## config.mk

```make
export PLATFORM = sky130hd
export DESIGN_NAME = word_gen_scheduler
export DESIGN_NICKNAME = d
export VERILOG_FILES = /design/src/rtl/word_gen_scheduler.sv
export SDC_FILE = /design/constraint.sdc
export NUM_CORES = 1
export LEC_CHECK = 0
export BUFFER_PORTS_ARGS = -buffer_cell sky130_fd_sc_hd__buf_2
export CAP_MARGIN = 20
export CORE_ASPECT_RATIO = 1.2
export CORE_UTILIZATION = 46
export CTS_CLUSTER_SIZE = 30
export DETAILED_ROUTE_END_ITERATION = 12
export MAX_ROUTING_LAYER = met4
export PLACE_DENSITY = 0.76
export SETUP_SLACK_MARGIN = 0.2
export SLEW_MARGIN = 20
export SYNTH_ARGS = -nofsm -noshare
export SYNTH_HDL_FRONTEND = slang
export SYNTH_SLANG_ARGS = --single-unit
```

## constraint.sdc

```tcl
create_clock -name clk -period 2.3 [get_ports clk]
set_clock_uncertainty 0.1 [all_clocks]
set_input_delay 0 -clock clk [delete_from_list [all_inputs] [get_ports clk]]
set_output_delay 0 -clock clk [all_outputs]
set_load 0.02 [all_outputs]
```

## src/rtl/word_gen_scheduler.sv

```systemverilog
// Round-robin scheduler that shares one word generator between NUM_REQ requesters.
// It grants a request, starts the generator, watches the output tap for eop, then waits out an idle gap.
module word_gen_scheduler #(
  parameter int NUM_REQ           = 4,
  parameter int WORD_COUNTER_SIZE = 8,
  parameter int GAP_WIDTH         = 8
) (
  input  logic                                 clk,
  input  logic                                 rst,
  input  logic [NUM_REQ-1:0]                   req,
  input  logic [NUM_REQ*WORD_COUNTER_SIZE-1:0] req_len,
  output logic [NUM_REQ-1:0]                   req_ack,
  output logic [NUM_REQ-1:0]                   req_done,
  input  logic [GAP_WIDTH-1:0]                 gap_cycles,
  output logic                                 gen_msg_start,
  output logic [WORD_COUNTER_SIZE-1:0]         gen_msg_word_cnt,
  input  logic                                 mon_valid,
  input  logic                                 mon_ready,
  input  logic                                 mon_eop,
  output logic                                 busy,
  output logic [$clog2(NUM_REQ)-1:0]           active_id,
  output logic [15:0]                          msg_count
);
  localparam int IDW  = $clog2(NUM_REQ);
  localparam int IDW1 = IDW + 1;
  localparam int W    = WORD_COUNTER_SIZE;

  typedef enum logic [2:0] {
    S_IDLE  = 3'd0,
    S_START = 3'd1,
    S_RUN   = 3'd2,
    S_GAP   = 3'd3,
    S_ZERO  = 3'd4
  } state_t;

  state_t               state_q;
  logic [IDW-1:0]       rr_q;
  logic [IDW-1:0]       id_q;
  logic [GAP_WIDTH-1:0] gap_cnt_q;
  logic [NUM_REQ-1:0]   req_ack_q;
  logic [NUM_REQ-1:0]   req_done_q;
  logic                 gen_start_q;
  logic [W-1:0]         word_cnt_q;
  logic                 busy_q;
  logic [15:0]          msg_count_q;

  logic                 win_found_s;
  logic [IDW-1:0]       win_id_s;
  logic [IDW-1:0]       win_next_s;
  logic [W-1:0]         win_len_s;
  logic [IDW1-1:0]      sum_s;
  logic [IDW1-1:0]      cand_s;
  logic                 hit_s;
  logic                 eop_hs_s;

  function automatic logic [NUM_REQ-1:0] onehot(input logic [IDW-1:0] idx);
    logic [NUM_REQ-1:0] v;
    v      = '0;
    v[idx] = 1'b1;
    return v;
  endfunction

  // Rotating priority search: first set req at or above the pointer, wrapping modulo NUM_REQ.
  always_comb begin
    win_found_s = 1'b0;
    win_id_s    = '0;
    sum_s       = '0;
    cand_s      = '0;
    hit_s       = 1'b0;
    for (int k = 0; k < NUM_REQ; k++) begin
      sum_s       = {1'b0, rr_q} + IDW1'(k);
      cand_s      = (sum_s >= IDW1'(NUM_REQ)) ? (sum_s - IDW1'(NUM_REQ)) : sum_s;
      hit_s       = !win_found_s && req[cand_s[IDW-1:0]];
      win_id_s    = hit_s ? cand_s[IDW-1:0] : win_id_s;
      win_found_s = win_found_s | hit_s;
    end
  end

  assign win_len_s  = req_len[win_id_s*W +: W];
  assign win_next_s = (win_id_s == IDW'(NUM_REQ - 1)) ? '0 : (win_id_s + IDW'(1));
  assign eop_hs_s   = mon_valid & mon_ready & mon_eop;

  // Scheduler FSM; every output is a register written on the transition that makes it true.
  always_ff @(posedge clk or posedge rst) begin
    if (rst) begin
      state_q     <= S_IDLE;
      rr_q        <= '0;
      id_q        <= '0;
      gap_cnt_q   <= '0;
      req_ack_q   <= '0;
      req_done_q  <= '0;
      gen_start_q <= 1'b0;
      word_cnt_q  <= '0;
      busy_q      <= 1'b0;
      msg_count_q <= 16'd0;
    end else begin
      req_ack_q   <= '0;
      req_done_q  <= '0;
      gen_start_q <= 1'b0;
      case (state_q)
        S_IDLE: begin
          if (win_found_s) begin
            rr_q      <= win_next_s;
            id_q      <= win_id_s;
            req_ack_q <= onehot(win_id_s);
            busy_q    <= 1'b1;
            if (win_len_s != '0) begin
              state_q     <= S_START;
              gen_start_q <= 1'b1;
              word_cnt_q  <= win_len_s;
            end else begin
              // A zero count must never reach the generator: it would run a full 2^W words.
              state_q    <= S_ZERO;
              req_done_q <= onehot(win_id_s);
            end
          end else begin
            state_q <= S_IDLE;
            busy_q  <= 1'b0;
          end
        end
        S_START: begin
          state_q <= S_RUN;
          busy_q  <= 1'b1;
        end
        S_RUN: begin
          if (eop_hs_s) begin
            req_done_q  <= onehot(id_q);
            msg_count_q <= msg_count_q + 16'd1;
            if (gap_cycles == '0) begin
              state_q <= S_IDLE;
              busy_q  <= 1'b0;
            end else begin
              state_q   <= S_GAP;
              gap_cnt_q <= gap_cycles;
              busy_q    <= 1'b1;
            end
          end else begin
            state_q <= S_RUN;
            busy_q  <= 1'b1;
          end
        end
        S_GAP: begin
          if (gap_cnt_q <= GAP_WIDTH'(1)) begin
            state_q <= S_IDLE;
            busy_q  <= 1'b0;
          end else begin
            state_q   <= S_GAP;
            gap_cnt_q <= gap_cnt_q - GAP_WIDTH'(1);
            busy_q    <= 1'b1;
          end
        end
        S_ZERO: begin
          state_q <= S_IDLE;
          busy_q  <= 1'b0;
        end
        default: begin
          state_q <= S_IDLE;
          busy_q  <= 1'b0;
        end
      endcase
    end
  end

  assign req_ack          = req_ack_q;
  assign req_done         = req_done_q;
  assign gen_msg_start    = gen_start_q;
  assign gen_msg_word_cnt = word_cnt_q;
  assign busy             = busy_q;
  assign active_id        = id_q;
  assign msg_count        = msg_count_q;

endmodule
```

==> results.sh <==
export IMPL_worst_setup_path_end_kind="register"
export IMPL_finalSetupTns_ns=0
export IMPL_worstSkewPairLatency_ns=0.29
export IMPL_syn_num_nets=353
export IMPL_clk_path_buf_depth=2
export IMPL_setup_violations=0
export IMPL_synth_area_um2=2780
export IMPL_clkTransAtPathRegs_ns=0.09
export IMPL_die_y_um=87.2
export IMPL_dr_first_iter_drc_count=99
export IMPL_slowest_stage="dfrtp_2"
export IMPL_firstDrtPassIters=4
export IMPL_period_minus_slack_ns=2.07
export IMPL_power_switching_share=0.421
export IMPL_muxShareOfSynthArea=0.00405
export IMPL_grt_pass1_wl_mm=10.7
export IMPL_synth_top_family_by_area="simple AND/OR/NAND/NOR gates"
export IMPL_r2r_start="rr_q[0]$_DFFE_PP0P_"
export IMPL_core_area_um2=5740
export IMPL_power_density_nw_per_um2=1060
export IMPL_yosys_area_share_adder=0.0315
export IMPL_dieWidth_um=73.0
export IMPL_grt_max_degree=40
export IMPL_synth_cell_types=41
export IMPL_fp_row_count=30
export IMPL_slew_headroom=0.664
export IMPL_track_usage=0.220
export IMPL_drc=0
export IMPL_synth_xor_area_frac=0.0473
export IMPL_cpLargestDelayFamily="simple AND/OR/NAND/NOR gates"
export IMPL_pwr_share_comb=0.519
export IMPL_synth_main_ff_cell="dfrtp_1"
export IMPL_htreeDepth=2
export IMPL_arrival_ns=2.20
export IMPL_power_leakage_nw=1.81
export IMPL_max_stage_delay_ns=0.45
export IMPL_vdd_drop_max_mv=0.547
export IMPL_grt_overflow=0
export IMPL_tightest_slew_ns=0.500
export IMPL_fill_cells=488
export IMPL_antenna_left=0
export IMPL_synth_seq_cells=49
export IMPL_avgSynthCellArea_um2=9.36
export IMPL_synth_top_cell_area_share=0.441
export IMPL_routabilityCongestion=0.830
export IMPL_rsz0062_at_grt="true"
export IMPL_synth_seq_area_share=0.441
export IMPL_cts_sinks=49
export IMPL_synth_simple_area_share=0.256
export IMPL_syn_inst=297
export IMPL_die_area_um2=6360
export IMPL_drive_above_1_share=0.325
export IMPL_critPathLaunchType="register"
export IMPL_p_clk_frac=0.128
export IMPL_viasPerCell=5.38
export IMPL_outcome="finished clean"
export IMPL_synth_compound_area_frac=0.173
export IMPL_antenna_found_initial=0
export IMPL_power_switching_mw=1.62
export IMPL_finalCoreUtilization=0.631
export IMPL_syn2layout_area_growth_pct=30.3
export IMPL_required_ns=2.44
export IMPL_worstSetupStartpoint="rr_q[0]$_DFFE_PP0P_"
export IMPL_critPathKind="reg -> reg"
export IMPL_p_int_mw=2.23
export IMPL_pwr_share_seq=0.352
export IMPL_via_count=2584
export IMPL_synthTopCellsByArea="dfrtp_1 (44%), o21ai_0 (6.1%), nand3_1 (4.9%), ha_1 (3.2%), xnor2_1 (3.2%)"
export IMPL_dp_hpwl_mm=4.50
export IMPL_hold_violations=0
export IMPL_timing_critical_path_fanout_max=17
export IMPL_fin_nets=455
export IMPL_fmax_ghz=0.484
export IMPL_period_share=0.898
export IMPL_drv_slew=0
export IMPL_tritoncts="done"
export IMPL_maxCapViolCount=0
export IMPL_io_pin_count=85
export IMPL_cts_made_buffers=5
export IMPL_power_total_mw=3.85
export IMPL_critPathBufInv=1
export IMPL_routed_wl_mm=6.29
export IMPL_clk_root_buffer_cell="clkbuf_8"
export IMPL_yosys_warnings=0
export IMPL_ys_async_sr_fraction=1.00
export IMPL_post_synth_top_area_cell="dfrtp_1"
export IMPL_post_drt_wl_per_cell_um=13.1
export IMPL_start_util=0.484
export IMPL_crit_chain="nor2b_4 > a21o_1 > a211oi_4 > buf_12 > nand3b_1 > a22oi_2 > and4_4 > a32o_1"
export IMPL_hp_class="in -> async"
export IMPL_synth_edff_count=0
export IMPL_numPortBuffers=84
export IMPL_first_global_vias=2437
export IMPL_diodes=0
layout make-up:
cell class	count	area, um2	area share
multi-input cells	224	1490	0.411
flip-flops and latches	49	1230	0.339
repair buffers	109	681	0.188
well taps	80	100	0.0276
clock buffers	6	72.6	0.0200
inverters	10	37.5	0.0104
clock inverters	2	15.0	0.00414
final timing paths:
kind	slack, ns	endpoint	cells past startpoint
worst min register to register	0.37	msg_count[15]$_DFFE_PP0P_	1
worst max-delay path	0.23	req_done[1]$_DFF_PP0_	8
max in group asynchronous	1.29	msg_count[15]$_DFFE_PP0P_	4
min in group clk	0.10	rr_q[0]$_DFFE_PP0P_	4
worst max register to register	0.23	req_done[1]$_DFF_PP0_	8
worst min-delay path	0.07	gap_cnt_q[3]$_DFFE_PP0P_	3
tightest hold or removal path, cell delays in order:
cell,delay [ns]
dlygate4sd3_1,0.53
buf_2,0.12
inv_2,0.19
cell usage after synthesis (5+ instances only):
cell	n
and3_1	12
xor2_1	5
nand3_1	27
buf_6	5
clkbuf_1	9
nor3_1	6
xnor2_1	10
nand4_1	5
a211o_1	9
inv_1	10
nand2_1	19
nand3b_1	9
nor2_1	15
a21oi_1	11
o21ai_0	34
dfrtp_1	49
ha_1	7
and2_1	12
through the flow:
step / area [um2] / hold slack (ns) / setup slack (ns) / instances
detailed placement: 3320 / -0.162 / 0.0967 / 455
CTS: 3530 / 0.0604 / 0.165 / 474
global placement: 3320 / -0.161 / 0.148 / 455
global route: 3620 / 0.0924 / 0.110 / 480
finish: 3620 / 0.0653 / 0.234 / 480
floorplan: 2800 / 0.0360 / 0.212 / 297
cell usage in the layout (no fill, tap or decap), types with 3 or more instances in the layout:
master and n:
buf_2 84, dfrtp_1 47, o21ai_0 34, nand3_1 27, nand2_1 19, nor2_1 15
and3_1 12, and2_1 12, buf_4 12, xnor2_1 10, nand3b_1 9, inv_1 9
a21oi_1 9, a211o_1 9, dlygate4sd3_1 9, ha_1 7, nor3_1 5, xor2_1 5
nand4_1 5, clkbuf_8 5, a22oi_2 4, buf_12 4, or4_1 3, a2bb2oi_1 3
nor3b_1 3, nand2b_1 3
layer usage:
metal  global-route usage  routed length (um)  vias up
li1                     -                   -     1268
met1                0.267                2850     1214
met2                0.376                3040       98
met3               0.0359                 338        4
met4               0.0642                  63        0
met5                    -                   0        -
power groups by stage:
stage	combinational, mW	sequential (mW)	clock [mW]
floorplan	1.16	1.50	0
global placement	1.78	1.35	0
detailed placement	1.83	1.36	0
CTS	1.89	1.35	0.515
global route	2.24	1.39	0.550
finish	2.00	1.36	0.494
registers in the layout (all words and copies together) (netlist names):
signal	cells
gap_cnt_q	8
req_done	4
req_ack	4
state_q	3
msg_count	16
gen_msg_word_cnt	8
active_id	2
busy	1
rr_q	2
gen_msg_start	1
cell families (layout without fill, tap and decap cells):
kind of cell / count (synthesis) / in the layout
AO/OA/AOI/OAI: 72 / 72
XOR/XNOR: 15 / 15
adder cells (fa/ha/maj): 7 / 7
buffers and inverters: 25 / 127
flip-flops: 49 / 49
multiplexers: 1 / 1
AND/OR/NAND/NOR: 128 / 129
timing repair:
item,in CTS,in global routing
setup endpoints to repair,13,19
resized for setup,5,4
hold buffers,9,0
setup buffers,1,6
pin swaps,3,6
cloned,1,0
endpoints found under the hold margin,57,0
No activity file was read; power rests on OpenSTA's default activity.
